`src/rtl/otp_verify_fsm.sv`:
```
// One-time-password verify controller: captures the OTP and the user digit on button
// rises, compares them, counts attempts and holds each status for the display stage.
module otp_verify_fsm #(
  parameter int DIGIT_W      = 4,
  parameter int MAX_ATTEMPTS = 3,
  parameter int HOLD_CYCLES  = 500000000
) (
  input  logic               clk,
  input  logic               reset,
  input  logic [DIGIT_W-1:0] otp_digit,
  input  logic               otp_latch,
  input  logic [DIGIT_W-1:0] user_in,
  input  logic               user_latch,
  output logic [DIGIT_W-1:0] otp_q,
  output logic [DIGIT_W-1:0] user_q,
  output logic               otp_valid,
  output logic               user_valid,
  output logic [1:0]         attempt_no,
  output logic [1:0]         status,
  output logic               hold_active,
  output logic [2:0]         state_dbg
);

  localparam logic [2:0] ST_IDLE        = 3'd0;
  localparam logic [2:0] ST_WAIT_USER   = 3'd1;
  localparam logic [2:0] ST_COMPARE     = 3'd2;
  localparam logic [2:0] ST_SHOW_UNLOCK = 3'd3;
  localparam logic [2:0] ST_SHOW_ERROR  = 3'd4;
  localparam logic [2:0] ST_LOCKED      = 3'd5;

  localparam logic [1:0] STS_NONE   = 2'b00;
  localparam logic [1:0] STS_UNLOCK = 2'b01;
  localparam logic [1:0] STS_ERROR  = 2'b10;
  localparam logic [1:0] STS_LOCKED = 2'b11;

  localparam int             CNT_W   = (HOLD_CYCLES > 1) ? $clog2(HOLD_CYCLES) : 1;
  localparam logic [CNT_W-1:0] HOLD_M1 = CNT_W'(HOLD_CYCLES - 1);
  localparam logic [1:0]     MAX_A   = 2'(MAX_ATTEMPTS);

  logic [2:0]         state_q, state_d;
  logic               otp_s_q, otp_p_q, usr_s_q, usr_p_q;
  logic [DIGIT_W-1:0] otp_cap_q, otp_cap_d, usr_cap_q, usr_cap_d;
  logic               otp_vld_q, otp_vld_d, usr_vld_q, usr_vld_d;
  logic [1:0]         att_q, att_d, sts_q, sts_d;
  logic               hold_q, hold_d;
  logic [CNT_W-1:0]   cnt_q, cnt_d;
  logic               otp_rise, usr_rise;
  logic [1:0]         att_inc;

  // Levels are sampled once, then compared against the previous sample; only a 0->1 acts.
  assign otp_rise = otp_s_q & ~otp_p_q;
  assign usr_rise = usr_s_q & ~usr_p_q;
  assign att_inc  = att_q + 2'd1;

  always_comb begin
    state_d   = state_q;
    otp_cap_d = otp_cap_q;
    usr_cap_d = usr_cap_q;
    otp_vld_d = otp_vld_q;
    usr_vld_d = usr_vld_q;
    att_d     = att_q;
    sts_d     = sts_q;
    hold_d    = hold_q;
    cnt_d     = cnt_q;
    case (state_q)
      ST_IDLE: begin
        if (otp_rise) begin
          otp_cap_d = otp_digit;
          otp_vld_d = 1'b1;
          att_d     = 2'd0;
          state_d   = ST_WAIT_USER;
        end
      end
      ST_WAIT_USER: begin
        // A fresh OTP overrides a submission arriving on the same cycle.
        if (otp_rise) begin
          otp_cap_d = otp_digit;
          att_d     = 2'd0;
        end else if (usr_rise) begin
          usr_cap_d = user_in;
          usr_vld_d = 1'b1;
          state_d   = ST_COMPARE;
        end
      end
      ST_COMPARE: begin
        att_d  = att_inc;
        cnt_d  = HOLD_M1;
        hold_d = 1'b1;
        if (otp_cap_q == usr_cap_q) begin
          sts_d   = STS_UNLOCK;
          state_d = ST_SHOW_UNLOCK;
        end else if (att_inc == MAX_A) begin
          sts_d   = STS_LOCKED;
          state_d = ST_LOCKED;
        end else begin
          sts_d   = STS_ERROR;
          state_d = ST_SHOW_ERROR;
        end
      end
      ST_SHOW_UNLOCK, ST_LOCKED: begin
        if (cnt_q == '0) begin
          hold_d    = 1'b0;
          sts_d     = STS_NONE;
          otp_vld_d = 1'b0;
          usr_vld_d = 1'b0;
          att_d     = 2'd0;
          otp_cap_d = '0;
          usr_cap_d = '0;
          state_d   = ST_IDLE;
        end else begin
          cnt_d = cnt_q - CNT_W'(1);
        end
      end
      ST_SHOW_ERROR: begin
        if (cnt_q == '0) begin
          hold_d    = 1'b0;
          sts_d     = STS_NONE;
          usr_vld_d = 1'b0;
          state_d   = ST_WAIT_USER;
        end else begin
          cnt_d = cnt_q - CNT_W'(1);
        end
      end
      default: state_d = ST_IDLE;
    endcase
  end

  always_ff @(posedge clk or posedge reset) begin
    if (reset) begin
      state_q   <= ST_IDLE;
      otp_s_q   <= 1'b0;
      otp_p_q   <= 1'b0;
      usr_s_q   <= 1'b0;
      usr_p_q   <= 1'b0;
      otp_cap_q <= '0;
      usr_cap_q <= '0;
      otp_vld_q <= 1'b0;
      usr_vld_q <= 1'b0;
      att_q     <= 2'd0;
      sts_q     <= STS_NONE;
      hold_q    <= 1'b0;
      cnt_q     <= '0;
    end else begin
      state_q   <= state_d;
      otp_s_q   <= otp_latch;
      otp_p_q   <= otp_s_q;
      usr_s_q   <= user_latch;
      usr_p_q   <= usr_s_q;
      otp_cap_q <= otp_cap_d;
      usr_cap_q <= usr_cap_d;
      otp_vld_q <= otp_vld_d;
      usr_vld_q <= usr_vld_d;
      att_q     <= att_d;
      sts_q     <= sts_d;
      hold_q    <= hold_d;
      cnt_q     <= cnt_d;
    end
  end

  assign otp_q       = otp_cap_q;
  assign user_q      = usr_cap_q;
  assign otp_valid   = otp_vld_q;
  assign user_valid  = usr_vld_q;
  assign attempt_no  = att_q;
  assign status      = sts_q;
  assign hold_active = hold_q;
  assign state_dbg   = state_q;

endmodule
```
`config.mk`:
```
export PLATFORM = sky130hd
export DESIGN_NAME = otp_verify_fsm
export DESIGN_NICKNAME = d
export VERILOG_FILES = /design/src/rtl/otp_verify_fsm.sv
export SDC_FILE = /design/constraint.sdc
export NUM_CORES = 1
export LEC_CHECK = 0
export CAP_MARGIN = 20
export CORE_UTILIZATION = 56
export CTS_BUF_LIST = sky130_fd_sc_hd__clkbuf_4 sky130_fd_sc_hd__clkbuf_8 sky130_fd_sc_hd__clkbuf_16
export CTS_CLUSTER_DIAMETER = 150
export DETAILED_ROUTE_END_ITERATION = 10
export GPL_TIMING_DRIVEN = 0
export PLACE_DENSITY = 0.82
export SLEW_MARGIN = 20
export SYNTH_ARGS = -nofsm -noshare
export SYNTH_HDL_FRONTEND = slang
export SYNTH_SLANG_ARGS = --single-unit
```
`constraint.sdc`:
```
create_clock -name clk -period 2.65 [get_ports clk]
set_clock_uncertainty 0.1 [all_clocks]
set_input_delay 0.53 -clock clk [delete_from_list [all_inputs] [get_ports clk]]
set_output_delay 0.53 -clock clk [all_outputs]
set_load 0.03 [all_outputs]
```
==> flow_summary.yaml, run 1 <==
run_status:
  status: "finished, violations left"
  violations: "design-rule violations"
setup_path:
  cp-endpoint: "cnt_q[26]$_DFFE_PP0P_"
  crit_path_max_fanout: 10
  arrival_ns: 2.60
  ff2ff_setup_slack_ns: 0.15
  critPathMaxStageDelay_ns: 0.71
  critPathRequiredTime_ns: 2.75
  cp_cell_sequence: "nand3b_1 -> a2111oi_2 -> nor4b_2 -> and4_1 -> nor2_1"
  regToRegEndpoint: "cnt_q[26]$_DFFE_PP0P_"
  r2r_cells: 5
  critPathLaunchType: "flop"
  critical_path.endpoint_type: "flop"
  critical_path.startpoint: "state_dbg[2]$_DFFE_PP0P_"
  cp_slowest_cell: "a2111oi_2"
  rr_startpoint: "state_dbg[2]$_DFFE_PP0P_"
  crit_type: "flop to flop"
synthesis:
  netlist_instances: 281
  synth_edf_count: 0
  netlist_area_mm2: 0.002626
  yosysSeqAreaShare_pct: 48.59
  synthDominantCellAreaShare_pct: 48.59
  ys_ff_latch: 51
  synth.distinct_cells: 48
  synth_largest_area_cell: "dfrtp_1"
  synthArstFlopShare_pct: 100.0
  synth_ff_type: "dfrtp_1"
  synth.net_count: 296
  avgSynthCellArea_um2: 9.346
  ys.warnings.count: 0
  synth_area_leaders: "dfrtp_1, o21ai_0, nand2_1, nor2_1, nor3_1"
detailed_routing:
  drt_iter0_markers: 226
  first_pass_iters: 7
  wl_mm: 6.402
  via_per_inst: 6.306
  route.detailed.drc: 3
  avgRoutedWirePerCell_um: 17.21
  ant_nets: 0
  via_count: 2346
timing:
  setup_tns_ns: 0
  max_freq_mhz: 400.0
  rsz0062_at_grt: "false"
  fin_crit_sh_pct: 94.34
  hold_viol_final: 0
  worst_pin_slew_ns: 1.030
  maxSlewHeadroom_pct: 31.20
  worst_slack_ns: 0.1500
  setup_viol: 0
  slew_viol_final: 0
  period_needed_ns: 2.500
pwr:
  p_leak_nw: 1.270
  finalPower_w: 0.003253
  powerDensity_mw_per_mm2: 1010
  peakVddDrop_v: 0.0005774
place:
  dp_hpwl_mm: 4.478
  numPortBuffers: 29
  place_congestion: 0.7777
  pre_cts_slack_ns: -0.3138
  place_area_mm2: 0.003002
hold_path:
  min_path_type: "flop to flop"
cts:
  worstSkewPairLatency_ns: 0.31
  cts-htree-levels: 2
  clkTransAtPathRegs_ns: 0.09
  ctsRootBufferMaster: "clkbuf_8"
  clock_sinks: 51
  cts_tree: "done"
  cts_buffer_depth: 2
  cts_inserted_buffers: 5
finish:
  fillers: 330
  post-route-util_pct: 72.47
  layout_common_cells: "dfrtp_1, clkdlybuf4s50_1, nor2_1"
  fin_nets: 334
  syn_to_final_growth_pct: 22.63
  antennaDiodeCount: 0
  finish.instance_area_mm2: 0.003221
  layout_commonest_cell: "dfrtp_1"
  layout-drive-gt1-share_pct: 9.375
floorplanning:
  die_w_um: 70.48
  die-area_mm2: 0.004967
  initial_utilization_pct: 59.09
  core-area_mm2: 0.004444
  io_pins: 30
  rows: 24
  fp.dieH_um: 70.48
global_routing:
  antenna_found_initial: 0
  grt_pass1_wl_mm: 10.71
  grt-ovfl-total: 0
  grt_usage_pct: 27.42
  first_global_vias: 2236
  grt_max_degree: 35
job:
  drv_cap: 0
## how the worst min path moves through the flow
stage / endpoint / cells after the start / from / slack, ns
3_3_place_gp: usr_p_q$_DFF_PP0_ / 0 / usr_s_q$_DFF_PP0_ / 0.26
5_1_grt: usr_p_q$_DFF_PP0_ / 0 / usr_s_q$_DFF_PP0_ / 0.30
2_1_floorplan: usr_p_q$_DFF_PP0_ / 0 / usr_s_q$_DFF_PP0_ / 0.25
4_1_cts: usr_p_q$_DFF_PP0_ / 0 / usr_s_q$_DFF_PP0_ / 0.28
3_5_place_dp: usr_p_q$_DFF_PP0_ / 0 / usr_s_q$_DFF_PP0_ / 0.26
6_report: usr_p_q$_DFF_PP0_ / 0 / usr_s_q$_DFF_PP0_ / 0.28
## power by group
group	leakage (nW)	internal [W]	total, W	switching, W
registers	0.572	0.00104	0.00137	0.000329
clock network	0.0612	0.000306	0.000563	0.000258
logic	0.637	0.000540	0.00132	0.000781
## flip-flops by register name (all words and copies together), names as in the netlist
signal       cells
user_q           4
user_valid       1
hold_active      1
otp_s_q          1
usr_p_q          1
otp_p_q          1
attempt_no       2
status           2
state_dbg        3
otp_valid        1
usr_s_q          1
cnt_q           29
otp_q            4
## cell families after synthesis
kind of cell               Yosys count  share of synthesized area (%)
AOI/OAI and AO/OA                   72                          17.48
xor gates and xnor gates             6                          2.001
adders and majority gates            3                          1.429
buffers and inverters               18                          2.620
DFF                                 51                          48.59
muxes                                3                          1.143
and+or+nand+nor                    128                          26.73
## through the flow
stage,hold WS [ns],instances
after floorplan,0.2463,281
after global placement,0.2608,362
after detailed placement,0.2619,363
after CTS,0.2846,371
after global routing,0.3042,372
final,0.2834,372
## synthesized netlist by cell type, types with 2 or more instances
| library cell | n |
|---|---|
| nand2b_1 | 5 |
| dfrtp_1 | 51 |
| nor4b_1 | 2 |
| o31a_1 | 2 |
| inv_1 | 10 |
| nor2b_1 | 7 |
| xor2_1 | 4 |
| a211oi_1 | 5 |
| nand4b_1 | 3 |
| or4_4 | 2 |
| nand2_1 | 26 |
| nand3b_1 | 2 |
| ha_1 | 3 |
| o31ai_1 | 4 |
| xnor2_1 | 2 |
| and4_1 | 4 |
| and3_1 | 4 |
| nor2_1 | 26 |
| and2_1 | 3 |
| nand3_1 | 10 |
| clkbuf_1 | 7 |
| o21ai_0 | 23 |
| o2bb2ai_1 | 4 |
| or3_1 | 7 |
| o41ai_1 | 4 |
| a21oi_1 | 13 |
| a31oi_1 | 7 |
| mux2i_1 | 3 |
| or4_1 | 2 |
| nor3_1 | 14 |
| o22ai_1 | 2 |
| nor4_1 | 4 |
## worst max-delay path, delay by kind of cell (launching register included)
| family | cells | cell delay, ns |
|---|---|---|
| flip-flops | 1 | 0.49 |
| AND/OR/NAND/NOR | 4 | 1.08 |
| AO/OA/AOI/OAI | 1 | 0.71 |
## routing by layer
metal  share of wire, %  track usage [%]
met5                  0                0
met4               0.73            7.937
met3                5.7            4.329
met2                 47            42.83
met1                 46            39.58
## final cells by class
cell class              count  area, µm²  area share [%]
multi-input cells         212       1374           42.66
clock inverters             2      35.03           1.088
well taps                  52      65.06           2.020
clock buffers               6      82.58           2.564
inverters                  10      37.54           1.166
flip-flops and latches     51       1276           39.63
repair buffers             31      317.8           9.868
plain buffers               8      32.53           1.010
## timing repair
item	in CTS	in global routing
buffers inserted	0	1
hold buffers	0	0
pin swaps	0	2
endpoints found under the setup margin	34	31
gates resized for setup	9	9
(Power assumes the default switching activity.)
==> run 2, diff against run 1 <==
--- a/config.mk
+++ b/config.mk
@@ -12,6 +12,7 @@
 export DETAILED_ROUTE_END_ITERATION = 10
 export GPL_TIMING_DRIVEN = 0
 export PLACE_DENSITY = 0.82
+export SKIP_CTS_REPAIR_TIMING = 1
 export SLEW_MARGIN = 20
 export SYNTH_ARGS = -nofsm -noshare
 export SYNTH_HDL_FRONTEND = slang
==> flow_summary.yaml, run 2 (synthesis results as in run 1) <==
setup_path:
  arrival_ns: 2.65
  crit_path_max_fanout: 6
  crit_path_frequent_cell: "or4_4"
  critPathRequiredTime_ns: 2.79
  cp_cell_sequence: "or4_4 -> a21o_1 -> or4_4 -> or4b_1 -> nand3_1"
  critPathLaunchType: "flop"
  crit_type: "flop to flop"
  critPathMaxStageDelay_ns: 0.54
  ff2ff_setup_slack_ns: 0.14
  cp_slowest_cell: "or4_4"
  critical_path.endpoint_type: "flop"
finish:
  fillers: 331
  syn_to_final_growth_pct: 22.92
  instances_no_fill: 373
  largest_reg_flops: 29
  fin_nets: 335
  antennaDiodeCount: 0
  layout-drive-gt1-share_pct: 9.657
  layout_common_cells: "dfrtp_1, clkdlybuf4s50_1, nor2_1"
  top_register: "cnt_q"
  finish.instance_area_mm2: 0.003228
  layout_commonest_cell: "dfrtp_1"
timing:
  slew_viol_final: 0
  rsz0062_at_grt: "false"
  fin_crit_sh_pct: 94.68
  setup_tns_ns: 0
  setup_viol: 0
  max_freq_mhz: 398.5
  hold_viol_final: 0
  maxSlewHeadroom_pct: 31.44
  period_needed_ns: 2.509
  worst_pin_slew_ns: 1.026
global_routing:
  grt_max_degree: 35
  grt-ovfl-total: 0
  grt_usage_pct: 27.01
  grt_pass1_wl_mm: 10.60
  antenna_found_initial: 0
  first_global_vias: 2230
pwr:
  pwr-share-clk_pct: 17.3
  peakVddDrop_v: 0.0005715
  finalPower_w: 0.003254
  powerDensity_mw_per_mm2: 1008
  p_sw_share_pct: 42.07
  seq_power_share_pct: 42.1
  p_switching_w: 0.001369
  p_leak_nw: 1.274
  p_int_w: 0.001885
  p_comb_share_pct: 40.6
cts:
  clkTransAtPathRegs_ns: 0.09
  cts_tree: "done"
  cts_inserted_buffers: 5
  cts-htree-levels: 2
  clock_sinks: 51
  cts_buffer_depth: 2
  worstSkewPairLatency_ns: 0.31
  ctsRootBufferMaster: "clkbuf_8"
detailed_routing:
  via_count: 2339
  drt_iter0_markers: 193
  avgRoutedWirePerCell_um: 17.10
  first_pass_iters: 7
  route.detailed.drc: 3
  via_per_inst: 6.271
  wl_mm: 6.380
  ant_nets: 0
floorplanning:
  die_w_um: 70.48
  die-area_mm2: 0.004967
  io_pins: 30
  core-area_mm2: 0.004444
  rows: 24
  fp.dieH_um: 70.48
  initial_utilization_pct: 59.09
place:
  place_area_mm2: 0.003002
  place_congestion: 0.7777
  placed_cells: 363
  dp_hpwl_mm: 4.478
  numPortBuffers: 29
job:
  drv_cap: 0
run_status:
  status: "finished, violations left"
  violations: "design-rule violations"
hold_path:
  min_path_type: "flop to flop"
[run 2: worst max-delay path, delay by kind of cell, from the launching register on]
family	cells	cell delay, ns
AOI/OAI and AO/OA	1	0.22
DFF	1	0.47
and+or+nand+nor	4	1.65
[run 2: worst paths after layout]
path                                 startpoint                    end  cells after the start
max                        cnt_q[2]$_DFFE_PP0P_  cnt_q[27]$_DFFE_PP0P_                      5
min in group asynchronous                 reset  status[0]$_DFFE_PP0P_                      2
max in group asynchronous                 reset  cnt_q[10]$_DFFE_PP0P_                      3
min reg2reg                   usr_s_q$_DFF_PP0_      usr_p_q$_DFF_PP0_                      0
min                           usr_s_q$_DFF_PP0_      usr_p_q$_DFF_PP0_                      0
max reg2reg                cnt_q[2]$_DFFE_PP0P_  cnt_q[27]$_DFFE_PP0P_                      5
[run 2: metal layers]
metal	track usage, %	part of all wire (%)
met1	39.20	47
met2	42.07	47
met3	4.185	4.2
met4	7.710	1.1
met5	0	0
[run 2: cell type report]
| class | count | area [µm²] | area share, % |
|---|---|---|---|
| tap | 52 | 65.06 | 2.016 |
| clock buffer | 6 | 82.58 | 2.558 |
| timing repair buffer | 32 | 325.3 | 10.08 |
| sequential | 51 | 1276 | 39.53 |
| buffer | 8 | 32.53 | 1.008 |
| multi-input combinational | 212 | 1374 | 42.56 |
| inverter | 10 | 37.54 | 1.163 |
| clock inverter | 2 | 35.03 | 1.085 |
[run 2: per-stage QoR]
stage          util (%)  setup WS, ns  hold slack, ns
6_report          72.64        0.1409          0.2813
3_5_place_dp      67.54       -0.3138          0.2619
2_1_floorplan         -        0.2778          0.2463
3_3_place_gp      67.09       -0.1654          0.2608
5_1_grt           72.64       0.02596          0.3042
4_1_cts           70.19       -0.4556          0.2846
[run 2: power by group through the flow]
stage               Clock, W  Combinational (W)  Sequential [W]
floorplan                  0           0.000649         0.00150
global placement           0            0.00126         0.00132
detailed placement         0            0.00130         0.00134
CTS                 0.000562            0.00130         0.00133
global route        0.000593            0.00144         0.00140
finish              0.000562            0.00132         0.00137
